`src/rtl/quaddec_pkg.sv`:
```
// Shared types and helpers for the multi-channel quadrature decoder:
// Gray-code phase encoding, {A,B} to phase mapping, and quarter-step direction.
package quaddec_pkg;

  typedef enum logic [1:0] {
    QD_NONE = 2'd0,
    QD_UP   = 2'd1,
    QD_DN   = 2'd2,
    QD_ILL  = 2'd3
  } qd_dir_e;

  localparam logic [1:0] PH_00 = 2'd0;
  localparam logic [1:0] PH_10 = 2'd1;
  localparam logic [1:0] PH_11 = 2'd2;
  localparam logic [1:0] PH_01 = 2'd3;

  // ab is {A,B}
  function automatic logic [1:0] phase_of(input logic [1:0] ab);
    logic [1:0] ph;
    case (ab)
      2'b00:   ph = PH_00;
      2'b10:   ph = PH_10;
      2'b11:   ph = PH_11;
      default: ph = PH_01;
    endcase
    return ph;
  endfunction

  // +1 mod 4 is up, -1 mod 4 is down, a jump of two phases is illegal
  function automatic qd_dir_e step_dir(input logic [1:0] ph_old, input logic [1:0] ph_new);
    logic [1:0] diff;
    qd_dir_e    dir;
    diff = ph_new - ph_old;
    case (diff)
      2'd1:    dir = QD_UP;
      2'd3:    dir = QD_DN;
      2'd2:    dir = QD_ILL;
      default: dir = QD_NONE;
    endcase
    return dir;
  endfunction

endpackage

```
`src/rtl/quaddec_channel.sv`:
```
// One encoder channel: synchroniser, stability filter, phase tracker, detent
// accumulator and position counter. Sticky error flag built only with QUADDEC_ERR_EN.
module quaddec_channel
  import quaddec_pkg::*;
#(
  parameter int BITS             = 8,
  parameter int SYNC_STAGES      = 2,
  parameter int FILTER_CYCLES    = 0,
  parameter int STEPS_PER_DETENT = 4,
  parameter int WRAP             = 1
) (
  input  logic            clk_i,
  input  logic            reset_i,
  input  logic            a_i,
  input  logic            b_i,
  input  logic            load_i,
  input  logic [BITS-1:0] load_value_i,
  input  logic            err_clr_i,
  output logic [BITS-1:0] count_o,
  output logic            step_up_o,
  output logic            step_dn_o,
  output logic            err_o
);

  localparam logic signed [3:0] ACC_MAX = 4'(STEPS_PER_DETENT - 1);
  localparam logic signed [3:0] ACC_MIN = -ACC_MAX;
  localparam logic [BITS-1:0]   CNT_MAX = {BITS{1'b1}};

  logic [2*SYNC_STAGES-1:0] sync_q;
  logic [SYNC_STAGES-1:0]   sv_q;
  logic [1:0]               sync_ab;
  logic                     sync_vld;
  logic [1:0]               filt_q;
  logic                     fv_q;

  // sv_q tracks which synchroniser stages hold real pin samples since reset
  always_ff @(posedge clk_i) begin
    if (reset_i) begin
      sync_q <= '0;
      sv_q   <= '0;
    end else begin
      sync_q <= {sync_q[2*SYNC_STAGES-3:0], a_i, b_i};
      sv_q   <= {sv_q[SYNC_STAGES-2:0], 1'b1};
    end
  end

  assign sync_ab  = sync_q[2*SYNC_STAGES-1 -: 2];
  assign sync_vld = sv_q[SYNC_STAGES-1];

  if (FILTER_CYCLES == 0) begin : g_nofilt
    always_ff @(posedge clk_i) begin
      if (reset_i) begin
        filt_q <= '0;
        fv_q   <= 1'b0;
      end else if (sync_vld) begin
        filt_q <= sync_ab;
        fv_q   <= 1'b1;
      end
    end
  end else begin : g_filt
    localparam int CW = $clog2(FILTER_CYCLES + 1);
    logic [CW-1:0] cnt_q;
    logic [1:0]    cand_q;

    // a candidate is accepted once it has been seen FILTER_CYCLES times in a row and still holds
    always_ff @(posedge clk_i) begin
      if (reset_i) begin
        filt_q <= '0;
        fv_q   <= 1'b0;
        cnt_q  <= '0;
        cand_q <= '0;
      end else if (sync_vld) begin
        if (!fv_q) begin
          filt_q <= sync_ab;
          fv_q   <= 1'b1;
          cnt_q  <= '0;
        end else if (sync_ab == filt_q) begin
          cnt_q <= '0;
        end else if (sync_ab != cand_q || cnt_q == '0) begin
          cand_q <= sync_ab;
          cnt_q  <= CW'(1);
        end else if (cnt_q == CW'(FILTER_CYCLES)) begin
          filt_q <= cand_q;
          cnt_q  <= '0;
        end else begin
          cnt_q <= cnt_q + CW'(1);
        end
      end
    end
  end

  logic [1:0]        ref_q, ref_d;
  logic              primed_q, primed_d;
  logic signed [3:0] acc_q, acc_d;
  logic [BITS-1:0]   count_q, count_d;
  logic              up_q, up_d, dn_q, dn_d;
  logic              ill;
  logic [1:0]        ph_new;
  qd_dir_e           dir;

  always_comb begin
    ref_d    = ref_q;
    primed_d = primed_q;
    acc_d    = acc_q;
    count_d  = count_q;
    up_d     = 1'b0;
    dn_d     = 1'b0;
    ill      = 1'b0;
    ph_new   = phase_of(filt_q);
    dir      = step_dir(ref_q, ph_new);
    if (fv_q && !primed_q) begin
      primed_d = 1'b1;
      ref_d    = ph_new;
    end else if (primed_q && ph_new != ref_q) begin
      ref_d = ph_new;
      case (dir)
        QD_UP: begin
          if (acc_q == ACC_MAX) begin
            acc_d = '0;
            up_d  = 1'b1;
          end else begin
            acc_d = acc_q + 4'sd1;
          end
        end
        QD_DN: begin
          if (acc_q == ACC_MIN) begin
            acc_d = '0;
            dn_d  = 1'b1;
          end else begin
            acc_d = acc_q - 4'sd1;
          end
        end
        QD_ILL:  ill = 1'b1;
        default: ;
      endcase
    end
    if (up_d && !(WRAP == 0 && count_q == CNT_MAX)) count_d = count_q + BITS'(1);
    if (dn_d && !(WRAP == 0 && count_q == '0))      count_d = count_q - BITS'(1);
    // a load overrides any step decoded in the same cycle
    if (load_i) begin
      count_d = load_value_i;
      acc_d   = '0;
      up_d    = 1'b0;
      dn_d    = 1'b0;
    end
  end

  always_ff @(posedge clk_i) begin
    if (reset_i) begin
      ref_q    <= '0;
      primed_q <= 1'b0;
      acc_q    <= '0;
      count_q  <= '0;
      up_q     <= 1'b0;
      dn_q     <= 1'b0;
    end else begin
      ref_q    <= ref_d;
      primed_q <= primed_d;
      acc_q    <= acc_d;
      count_q  <= count_d;
      up_q     <= up_d;
      dn_q     <= dn_d;
    end
  end

  assign count_o   = count_q;
  assign step_up_o = up_q;
  assign step_dn_o = dn_q;

`ifdef QUADDEC_ERR_EN
  logic err_q, err_d;

  always_comb begin
    err_d = err_q;
    if (err_clr_i) err_d = 1'b0;
    if (ill)       err_d = 1'b1;
  end

  always_ff @(posedge clk_i) begin
    if (reset_i) err_q <= 1'b0;
    else         err_q <= err_d;
  end

  assign err_o = err_q;
`else
  logic unused_err;
  assign unused_err = ill | err_clr_i;
  assign err_o      = 1'b0;
`endif

endmodule

```
`src/rtl/quaddec_multi.sv`:
```
// Multi-channel quadrature decoder top: one quaddec_channel per encoder, load
// decode and count packing. Optional sticky error flags via QUADDEC_ERR_EN.
module quaddec_multi
  import quaddec_pkg::*;
#(
  parameter int CHANNELS         = 2,
  parameter int BITS             = 8,
  parameter int SYNC_STAGES      = 2,
  parameter int FILTER_CYCLES    = 0,
  parameter int STEPS_PER_DETENT = 4,
  parameter int WRAP             = 1
) (
  input  logic                     clk,
  input  logic                     reset,
  input  logic [CHANNELS-1:0]      a,
  input  logic [CHANNELS-1:0]      b,
  input  logic                     load,
  input  logic [2:0]               load_channel,
  input  logic [BITS-1:0]          load_value,
  output logic [CHANNELS*BITS-1:0] count,
  output logic [CHANNELS-1:0]      step_up,
  output logic [CHANNELS-1:0]      step_dn,
  input  logic                     err_clr,
  output logic [CHANNELS-1:0]      err
);

  for (genvar i = 0; i < CHANNELS; i++) begin : g_ch
    logic ld_sel;
    // out-of-range load_channel matches no instance and is ignored
    assign ld_sel = load && (load_channel == 3'(i));

    quaddec_channel #(
      .BITS             (BITS),
      .SYNC_STAGES      (SYNC_STAGES),
      .FILTER_CYCLES    (FILTER_CYCLES),
      .STEPS_PER_DETENT (STEPS_PER_DETENT),
      .WRAP             (WRAP)
    ) u_ch (
      .clk_i        (clk),
      .reset_i      (reset),
      .a_i          (a[i]),
      .b_i          (b[i]),
      .load_i       (ld_sel),
      .load_value_i (load_value),
      .err_clr_i    (err_clr),
      .count_o      (count[i*BITS +: BITS]),
      .step_up_o    (step_up[i]),
      .step_dn_o    (step_dn[i]),
      .err_o        (err[i])
    );
  end

endmodule

```
`config.mk`:
```
export PLATFORM = sky130hd
export DESIGN_NAME = quaddec_multi
export DESIGN_NICKNAME = d
export VERILOG_FILES = /design/src/rtl/quaddec_pkg.sv /design/src/rtl/quaddec_channel.sv /design/src/rtl/quaddec_multi.sv
export SDC_FILE = /design/constraint.sdc
export NUM_CORES = 1
export LEC_CHECK = 0
export ABC_AREA = 0
export CAP_MARGIN = 25
export CORE_UTILIZATION = 50
export CTS_CLUSTER_SIZE = 20
export DETAILED_ROUTE_END_ITERATION = 12
export GPL_TIMING_DRIVEN = 0
export PLACE_DENSITY = 0.8
export REMOVE_ABC_BUFFERS = 1
export SETUP_SLACK_MARGIN = 0.05
export SYNTH_ARGS = -nofsm -noshare
export SYNTH_HDL_FRONTEND = slang
export SYNTH_SLANG_ARGS = --single-unit
```
`constraint.sdc`:
```
create_clock -name clk -period 3.61 [get_ports clk]
set_input_delay 0.361 -clock clk [delete_from_list [all_inputs] [get_ports clk]]
set_output_delay 0.361 -clock clk [all_outputs]
set_load 0.1 [all_outputs]
```
==> flow_summary_export.csv <==
group,metric,value,unit
outcome,status,"complete, no violations",
floorplan,start_util,52.8,%
sta,rsz0062_at_grt,"no",
route,wl_per_cell,15.0,um
clock_network,cts_tree,"done",
worst_setup_path,cp.required,3880,ps
pwr,leakage,1.30,nW
clock_network,ctsHtreeMaxLevel,2,
sta,setup_viol,0,
floorplan,row_count,27,
pwr,power.internal,0.000777,W
worst_setup_path,reg2reg_depth,11,
route,antenna_left,0,
synth,synth_edf_count,0,
run,maxCapViolations,0,
worst_setup_path,arrival,3590,ps
sta,slew_headroom,34.8,%
place,dpl.hpwl,4580,um
synth,avgSynthCellArea,8.47,um2
clock_network,path_clk_slew,100,ps
route,vias_per_cell,6.04,
layout,area_growth,15.5,%
layout,fin_nets,405,
pwr,p_seq_share,51.0,%
pwr,p_switching,0.000356,W
worst_setup_path,critPathMaxFanout,8,
layout,drive_above_1_share,5.63,%
route,drt_iter0_drc,115,
clock_network,clockBufferDepth,2,
clock_network,postCtsSetupBuffers,0,
clock_network,clock_latency,310,ps
pwr,sw_frac_of_total,31.5,%
clock_network,cts_inserted_buffers,5,
route,drcViolationCount,0,
clock_network,numClockSinks,49,
synth,synthArstFlopShare,0,%
layout,diodes,0,
worst_setup_path,r2r_slack,290,ps
sta,max_freq,301,MHz
floorplan,die_area,0.00627,mm2
sta,fin_crit_sh,92.0,%
layout,fillers,485,
place,io_buffers,37,
synth,synth_seq_cells,49,
synth,syn_area,0.00298,mm2
worst_hold_path,hp-class,"reg2reg",
floorplan,fp.dieW,79.2,um
clock_network,root_buffer,"clkbuf_8",
grt,grt-ovfl-total,0,
sta,finClkSkew,4.05,ps
route,drt_first_pass_iters,5,
sta,worstMarginPinSlew,974,ps
worst_setup_path,crit_path_start_kind,"register",
grt,grtUsageTotal,22.4,%
synth,synthFlopType,"dfxtp_1",
sta,drv_slew,0,
synth,yosysWarnings,0,
floorplan,core,0.00564,mm2
worst_setup_path,crit_type,"reg2reg",
grt,grt_pass1_vias,2448,
sta,fin_crit,3320,ps
grt,grt_pass1_wl,11300,um
worst_hold_path,holdPathStages,1,
pwr,power_frac_comb,17.8,%
pwr,clkPwrFrac,31.2,%
synth,synthesis.instances,352,
worst_setup_path,cp-end-kind,"register",
floorplan,fp.dieH,79.2,um
pwr,ir_drop,0.205,mV
sta,setup_tns,0,ps
grt,grt_max_degree,42,
pwr,p_per_area,329,mW/mm2
place,place.gp.congestion,0.874,
synth,yosys.cell_types.count,53,
grt,antenna_found_initial,0,
pwr,total_power,0.00113,W
clock_network,hold_buffers,0,
sta,finalHoldViolCount,0,
route,num_vias,2689,
synth,ys_seq_area_share,32.9,%
route,wirelength,6660,um
floorplan,io_pins,41,
-- worst max-delay path: stages (launching register included) --
cell       delay, ps
dfxtp_1          360
inv_1             50
ha_1             300
ha_1             240
xnor2_2          310
xor2_4           300
nand3_1          210
xnor2_1          180
ha_1             270
or4_4            560
a2111oi_4        350
a211o_1          130
-- cells by family after synthesis --
family | Yosys count | share of synthesized area [%]
compound gates | 48 | 12.5
other cells | 1 | 0.126
flops | 49 | 32.9
fa+ha+maj | 14 | 5.88
xor+xnor | 12 | 5.00
buf+inv | 34 | 5.29
simple gates | 177 | 32.5
mux | 17 | 5.79
-- path summary, 6_finish.rpt --
path                             end                    from
min reg2reg   g_ch[0].u_ch.sync_q[2]  g_ch[0].u_ch.sync_q[0]
max reg2reg  g_ch[0].u_ch.count_o[2]  g_ch[0].u_ch.filt_q[1]
min           g_ch[0].u_ch.sync_q[2]  g_ch[0].u_ch.sync_q[0]
max          g_ch[0].u_ch.count_o[2]  g_ch[0].u_ch.filt_q[1]
-- registers in the layout, indices dropped and copies added (netlist names) --
| name | cells |
|---|---|
| g_ch.u_ch.acc_q | 8 |
| g_ch.u_ch.count_o | 16 |
| g_ch.u_ch.filt_q | 4 |
| g_ch.u_ch.fv_q | 1 |
| g_ch.u_ch.primed_q | 2 |
| g_ch.u_ch.ref_q | 4 |
| g_ch.u_ch.step_dn_o | 2 |
| g_ch.u_ch.step_up_o | 2 |
| g_ch.u_ch.sv_q | 2 |
| g_ch.u_ch.sync_q | 8 |
-- metal layers --
metal / GRT usage [%] / up-vias / part of all wire (%)
met5: 0 / - / 0
li1: - / 1328 / -
met4: 7.82 / 0 / 1.2
met3: 4.25 / 7 / 5.5
met1: 29.0 / 1276 / 45
met2: 37.2 / 78 / 48
-- synthesized netlist by cell type (4+ instances only) --
cell type / number / share of area [%]
a21oi_1: 8 / 1.3
o21ai_0: 6 / 1.0
nor3_1: 12 / 2.0
buf_4: 6 / 1.5
nor4_1: 7 / 1.5
inv_1: 8 / 1.0
a211o_1: 4 / 1.2
a2111oi_0: 5 / 1.5
nor2_1: 39 / 4.9
buf_2: 6 / 1.0
a31oi_1: 5 / 1.0
mux2i_1: 15 / 5.0
nand3_1: 21 / 3.5
nor2b_1: 14 / 2.9
xnor2_1: 5 / 1.5
nand2_1: 19 / 2.4
and3_1: 22 / 4.6
a211oi_1: 4 / 1.0
dfxtp_1: 49 / 33
clkbuf_1: 11 / 1.4
nand4_1: 15 / 3.1
ha_1: 14 / 5.9
-- final cells by class --
cell class | count | area, um2 | area share (%)
Multi-Input combinational cell | 270 | 1870 | 54.2
Clock inverter | 3 | 28.8 | 0.836
Timing Repair Buffer | 38 | 377 | 10.9
Sequential cell | 49 | 981 | 28.5
Inverter | 8 | 30.0 | 0.872
Clock buffer | 5 | 68.8 | 2.00
Tap cell | 72 | 90.1 | 2.62
-- metrics by stage --
stage	hold WS [ps]	utilization (%)	setup WS (ps)	cells	instance area (um2)
floorplan	414	-	408	327	2860
global placement	416	58.8	81.5	436	3320
detailed placement	428	58.9	18.4	437	3320
CTS	453	60.8	104	445	3430
global route	466	61.0	52.2	445	3440
finish	444	61.0	287	445	3440
-- placed cells by master, fill, tap and decap left out, types with 3 or more instances in the layout --
| cell | netlist | routed |
|---|---|---|
| dfxtp_1 | 49 | 49 |
| a21oi_1 | 8 | 8 |
| nand4_1 | 15 | 15 |
| ha_1 | 14 | 14 |
| o21ai_0 | 6 | 6 |
| nor2_1 | 39 | 39 |
| a31oi_1 | 5 | 5 |
| inv_1 | 8 | 8 |
| clkbuf_8 | 0 | 5 |
| nor2b_1 | 14 | 13 |
| nand2b_1 | 3 | 3 |
| a311o_1 | 3 | 3 |
| nand3_1 | 21 | 21 |
| nor3_1 | 12 | 12 |
| and3_1 | 22 | 22 |
| xnor2_1 | 5 | 5 |
| or3_1 | 3 | 3 |
| a211o_1 | 4 | 4 |
| clkdlybuf4s50_1 | 0 | 36 |
| mux2i_1 | 15 | 15 |
| nand3b_1 | 3 | 3 |
| nand2_1 | 19 | 19 |
| and2_1 | 3 | 3 |
| nor4_1 | 7 | 7 |
| nor3b_1 | 3 | 3 |
| a211oi_1 | 4 | 4 |
| a2111oi_0 | 5 | 5 |
-- power groups by stage --
stage	Sequential, W	Clock [W]	Combinational [W]
2_1_floorplan	0.000614	0	0.000109
3_3_place_gp	0.000589	0	0.000193
3_5_place_dp	0.000590	0	0.000198
4_1_cts	0.000577	0.000365	0.000199
5_1_grt	0.000580	0.000393	0.000217
6_report	0.000578	0.000354	0.000202
-- what timing repair did --
item / 4_1_cts / 5_1_grt
gates resized for setup: 1 / 2
endpoints found under the setup margin: 1 / 3
gates cloned: 0 / 0
Power figures use the tool's default switching activity.
